### src/rtl/syncfifo_ctrl.sv
// Synchronous FIFO controller: level-tracked occupancy, programmable
// almost-full/almost-empty thresholds, synchronous flush, sticky
// overflow/underflow flags, and standard or first-word-fall-through reads.
module syncfifo_ctrl #(
  parameter int DW   = 24,
  parameter int AW   = 7,
  parameter int FWFT = 0
) (
  input  logic          clk_i,
  input  logic          rst_i,
  input  logic          flush_i,
  input  logic          clr_err_i,
  input  logic          wr_i,
  input  logic [DW-1:0] din_i,
  input  logic          rd_i,
  output logic [DW-1:0] dout_o,
  input  logic [AW:0]   af_thresh_i,
  input  logic [AW:0]   ae_thresh_i,
  output logic          full_o,
  output logic          empty_o,
  output logic          almost_full_o,
  output logic          almost_empty_o,
  output logic [AW:0]   level_o,
  output logic          overflow_o,
  output logic          underflow_o
);

  localparam int              DEPTH   = 2 ** AW;
  localparam logic [AW:0]     DEPTH_L = (AW + 1)'(DEPTH);
  localparam logic [AW:0]     LVL_ONE = (AW + 1)'(1);
  localparam logic [AW:0]     LVL_ZERO = (AW + 1)'(0);
  localparam logic [AW-1:0]   PTR_ONE = AW'(1);
  localparam logic [AW-1:0]   PTR_ZERO = AW'(0);

  logic [DW-1:0] mem_q [DEPTH];

  logic [AW-1:0] wr_ptr_q, wr_ptr_d;
  logic [AW-1:0] rd_ptr_q, rd_ptr_d;
  logic [AW:0]   level_q, level_d;
  logic          full_q, full_d;
  logic          empty_q, empty_d;
  logic          ovf_q, ovf_d;
  logic          udf_q, udf_d;

  logic          active_s;
  logic          rd_acc_s;
  logic          wr_acc_s;

  // Accept decisions; flush and reset suppress all traffic in their cycle.
  always_comb begin
    active_s = ~rst_i & ~flush_i;
    rd_acc_s = active_s & rd_i & ~empty_q;
    // A write into a full FIFO only goes through when a read frees a slot.
    wr_acc_s = active_s & wr_i & (~full_q | rd_acc_s);
  end

  // Next pointers, occupancy and full/empty flags.
  always_comb begin
    wr_ptr_d = wr_ptr_q;
    rd_ptr_d = rd_ptr_q;
    level_d  = level_q;
    if (flush_i) begin
      wr_ptr_d = PTR_ZERO;
      rd_ptr_d = PTR_ZERO;
      level_d  = LVL_ZERO;
    end else begin
      if (wr_acc_s) begin
        wr_ptr_d = wr_ptr_q + PTR_ONE;
      end else begin
        wr_ptr_d = wr_ptr_q;
      end
      if (rd_acc_s) begin
        rd_ptr_d = rd_ptr_q + PTR_ONE;
      end else begin
        rd_ptr_d = rd_ptr_q;
      end
      case ({wr_acc_s, rd_acc_s})
        2'b10:   level_d = level_q + LVL_ONE;
        2'b01:   level_d = level_q - LVL_ONE;
        default: level_d = level_q;
      endcase
    end
    full_d  = (level_d == DEPTH_L);
    empty_d = (level_d == LVL_ZERO);
  end

  // Sticky error flags; a new error in the same cycle beats a clear.
  always_comb begin
    ovf_d = ovf_q;
    udf_d = udf_q;
    if (active_s & wr_i & ~wr_acc_s) begin
      ovf_d = 1'b1;
    end else if (clr_err_i) begin
      ovf_d = 1'b0;
    end else begin
      ovf_d = ovf_q;
    end
    if (active_s & rd_i & ~rd_acc_s) begin
      udf_d = 1'b1;
    end else if (clr_err_i) begin
      udf_d = 1'b0;
    end else begin
      udf_d = udf_q;
    end
  end

  // Control state register with synchronous reset.
  always_ff @(posedge clk_i) begin
    if (rst_i) begin
      wr_ptr_q <= PTR_ZERO;
      rd_ptr_q <= PTR_ZERO;
      level_q  <= LVL_ZERO;
      full_q   <= 1'b0;
      empty_q  <= 1'b1;
      ovf_q    <= 1'b0;
      udf_q    <= 1'b0;
    end else begin
      wr_ptr_q <= wr_ptr_d;
      rd_ptr_q <= rd_ptr_d;
      level_q  <= level_d;
      full_q   <= full_d;
      empty_q  <= empty_d;
      ovf_q    <= ovf_d;
      udf_q    <= udf_d;
    end
  end

  // Storage array; contents are intentionally not reset.
  always_ff @(posedge clk_i) begin
    if (wr_acc_s) begin
      mem_q[wr_ptr_q] <= din_i;
    end
  end

  generate
    if (FWFT != 0) begin : g_fwft
      // Head word is presented directly; meaningless while empty.
      assign dout_o = mem_q[rd_ptr_q];
    end else begin : g_std
      logic [DW-1:0] dout_q, dout_d;

      // Capture the head word only on an accepted read, hold otherwise.
      always_comb begin
        dout_d = dout_q;
        if (rd_acc_s) begin
          dout_d = mem_q[rd_ptr_q];
        end else begin
          dout_d = dout_q;
        end
      end

      // Registered read data.
      always_ff @(posedge clk_i) begin
        if (rst_i) begin
          dout_q <= {DW{1'b0}};
        end else begin
          dout_q <= dout_d;
        end
      end

      assign dout_o = dout_q;
    end
  endgenerate

  assign full_o         = full_q;
  assign empty_o        = empty_q;
  assign level_o        = level_q;
  assign overflow_o     = ovf_q;
  assign underflow_o    = udf_q;
  assign almost_full_o  = (level_q >= af_thresh_i);
  assign almost_empty_o = (level_q <= ae_thresh_i);

endmodule

### config.mk
export PLATFORM = sky130hd
export DESIGN_NAME = syncfifo_ctrl
export DESIGN_NICKNAME = d
export VERILOG_FILES = /design/src/rtl/syncfifo_ctrl.sv
export SDC_FILE = /design/constraint.sdc
export NUM_CORES = 2
export LEC_CHECK = 0
export CAP_MARGIN = 20
export CORE_ASPECT_RATIO = 1.75
export CORE_MARGIN = 8
export CORE_UTILIZATION = 55
export DETAILED_ROUTE_END_ITERATION = 10
export PLACE_DENSITY_LB_ADDON = 0.15
export SYNTH_ARGS = -nofsm -noshare
export SYNTH_HDL_FRONTEND = slang
export SYNTH_SLANG_ARGS = --single-unit
export TNS_END_PERCENT = 1
### constraint.sdc
create_clock -name clk_i -period 10.95 [get_ports clk_i]
set_input_delay 1.095 -clock clk_i [delete_from_list [all_inputs] [get_ports clk_i]]
set_output_delay 1.095 -clock clk_i [all_outputs]
set_load 0.02 [all_outputs]
==> run metrics <==
status=finished clean; Synth cell types=62; FF-to-FF path depth=8; Post-Place Worst Slack=4800 ps; initial antenna violation count=16; slowest CP cell=clkdlybuf4s50_1; final setup TNS=0 ps; drt first pass iters=6; postcts setup bufs=0; Storage cell area=93300 µm²; Async S/R FF share, synth=0%; CTS Buf Count=275; Final HPWL DP=191 mm; M1 WL=112 mm; WL/cell=approximately 37 µm; Post-synth EDFFs=3072; register area share after synthesis=77.5%; Hold Path Class=reg2reg; drc violations=0; PortBufs=83; Mapped Nets=5352; Routed Antenna Nets=0; setup ws final=approximately 5500 ps; final setup fails=0; Worst Max-Slew Pin Slew=approximately 1200 ps; GP Congestion=between 0.9 and 1; Synth Cell Area=120000 µm²; Hold WS=475 ps; met2 wire len=164 mm; startpoint types=input pin; Detailed Route WL=319 mm; Synth Flop Type=edfxtp_1; max_cap viols=0; most frequent cells in the layout=3072 x edfxtp_1, 803 x mux4_2, 282 x clkbuf_16; Clock Sinks=3122; IR drop worst, VDD=0.000115 V; die extent in x=roughly 370 µm; FF+latch count, synth=3122; non-filler cells, final=around 8700; Worst Path Max Fanout=27; CTS Hold Bufs=0; max-slew violations=0; met3 WL post-DR=between 20 and 25 mm; worst-skew pair later-pin latency=840 ps; maximum clock path buffer count=4; iteration-0 DRC count of the detailed router=6709; syn avg cell area=22.8 µm²; IO Count=84; placed cells=8170; critical setup path kind=in2reg; area of the multi-input gates=25700 µm²; synthesis-to-layout area growth=11.5%; Critical Path RT=~12000 ps; H-tree levels=5; r2r endpoint=dout_o[5]$_SDFFE_PP0P_; Leak Pwr=roughly 41 nW; Critical Path Max Stage Delay=810 ps; Setup Skew=slightly below 70 ps; CTS resizes=0; period utilization=50.0%; most common cell after layout, fill and taps aside=edfxtp_1; Power Density=172 nW/µm²; core area=218000 µm²; RR Startpoint=rd_ptr_q[0]$_SDFFE_PP0P_; min Tclk post-route=5470 ps; Slew HR=19.0%; height of the chip=635 µm; Ys Warns=0; worst-path cell chain=clkdlybuf4s50_1, or2_2, or2_2, inv_1, ha_1, xor2_1, ha_1, nand2b_1, a22oi_1, nor2_1, o311ai_0, o2111ai_1, nor3_1, o21ba_2; register clock-pin slew on the reported worst setup and hold paths=60 ps; Max Clk Rate=183 MHz; fin nets=5653; total gr overflow=0; number of global-route vias before repair=58700; CTS tree=built; largest net degree at the start of global routing=104; row count=227; Die Area=approximately 230000 µm²; reg2reg setup slack=5880 ps; overall routing resource usage=27.1%; WP data arrival=6230 ps; RSZ-0062 raised after global routing=no; critical path capture point=empty_o$_SDFF_PP1_; Clock Tree Root=clkbuf_16; Syn Inst Count=5285; Initial Util=55.2%; vias per cell=6.61; highest metal used=met5; layout cells sized above 1=between 20% and 30%; fillers=around 15000; Worst setup EP type=register; via count=57300; Final Hold Fails=0; first-pass GRT wire length=447 mm; CP Launch Point=rst_i
[critical path, delay by kind of cell]
kind,cells,cell delay [ps]
and+or+nand+nor,5,1700
buffers and inverters,2,1190
AOI/OAI and AO/OA,4,1120
adders and majority gates,2,870
xor gates and xnor gates,1,220
[registers in the layout, indices dropped and copies added (netlist names)]
register and count:
mem_q 3072, dout_o 24, level_o 8, rd_ptr_q 7, wr_ptr_q 7, empty_o 1, full_o 1, overflow_o 1
underflow_o 1
[report_power, final]
group          switching (mW)  leakage, nW  internal, mW  total [mW]
clock network            4.22         4.30          5.42        9.63
logic                   0.252         8.38        0.0408       0.293
registers             0.00273         28.0          13.1        13.1
total                    4.47         40.7          18.6        23.0
[cell usage after synthesis (4+ instances only)]
master | instances | share of area, %
a2111oi_0 | 6 | 0.044
a211oi_1 | 33 | 0.21
a21o_1 | 8 | 0.050
a21oi_1 | 72 | 0.30
a221oi_1 | 40 | 0.29
a22o_1 | 11 | 0.080
a22oi_1 | 48 | 0.30
and2_1 | 4 | 0.021
buf_1 | 29 | 0.091
buf_2 | 87 | 0.36
buf_4 | 30 | 0.19
buf_6 | 38 | 0.36
clkbuf_1 | 106 | 0.33
dfxtp_1 | 50 | 0.83
edfxtp_1 | 3072 | 77
ha_1 | 21 | 0.22
inv_1 | 19 | 0.059
mux2_2 | 5 | 0.047
mux2_4 | 6 | 0.075
mux2i_1 | 204 | 1.7
mux4_2 | 803 | 15
nand2_1 | 90 | 0.28
nand2b_1 | 21 | 0.11
nand3_1 | 35 | 0.15
nand3b_1 | 9 | 0.056
nor2_1 | 195 | 0.61
nor2b_1 | 28 | 0.15
nor3_1 | 20 | 0.083
nor4_2 | 9 | 0.094
o2111ai_1 | 14 | 0.10
o211ai_1 | 10 | 0.062
o21ai_0 | 30 | 0.12
o21ai_1 | 5 | 0.021
o221ai_1 | 11 | 0.080
o22ai_1 | 37 | 0.19
o31ai_1 | 8 | 0.050
o32ai_1 | 5 | 0.036
or2_2 | 5 | 0.026
or3_1 | 4 | 0.021
xnor2_1 | 7 | 0.051
xor2_1 | 9 | 0.066
[area by class of cell]
type	instances	share of cell area, %
Clock buffer	328	5.42
Inverter	20	0.0616
Multi-Input combinational cell	1848	19.2
Clock inverter	149	1.11
Sequential cell	3122	69.5
Tap cell	2862	2.67
Antenna cell	10	0.0187
Timing Repair Buffer	319	2.02
[metal layers]
metal	GRT usage [%]	up-vias
met1	33.4	30900
li1	-	23000
met4	13.4	4
met5	0	-
met3	4.65	660
met2	46.7	2648
[kinds of logic after synthesis]
kind of cell    share of synthesized area [%]
xor+xnor                                0.117
mux                                      16.9
fa+ha+maj                               0.218
compound gates                           2.14
flops                                    77.5
simple gates                             1.67
buf+inv                                  1.46
[through the flow]
stage	util [%]	cell area (µm²)	power (mW)
2_1_floorplan	-	120000	13.4
3_3_place_gp	57.5	125000	13.7
3_5_place_dp	57.5	125000	13.7
4_1_cts	61.5	134000	23.2
5_1_grt	61.6	134000	23.6
6_report	61.6	134000	23.0
[how the worst min path moves through the flow]
| stage | from | to | slack [ps] | depth (start not counted) |
|---|---|---|---|---|
| finish | overflow_o$_SDFFE_PP0P_ | overflow_o$_SDFFE_PP0P_ | 480 | 2 |
| global route | overflow_o$_SDFFE_PP0P_ | overflow_o$_SDFFE_PP0P_ | 500 | 2 |
| CTS | overflow_o$_SDFFE_PP0P_ | overflow_o$_SDFFE_PP0P_ | 480 | 2 |
| detailed placement | overflow_o$_SDFFE_PP0P_ | overflow_o$_SDFFE_PP0P_ | 470 | 2 |
| global placement | overflow_o$_SDFFE_PP0P_ | overflow_o$_SDFFE_PP0P_ | 460 | 2 |
| floorplan | underflow_o$_SDFFE_PP0P_ | underflow_o$_SDFFE_PP0P_ | 540 | 2 |
Note: power is estimated with default switching activity, not from simulation.
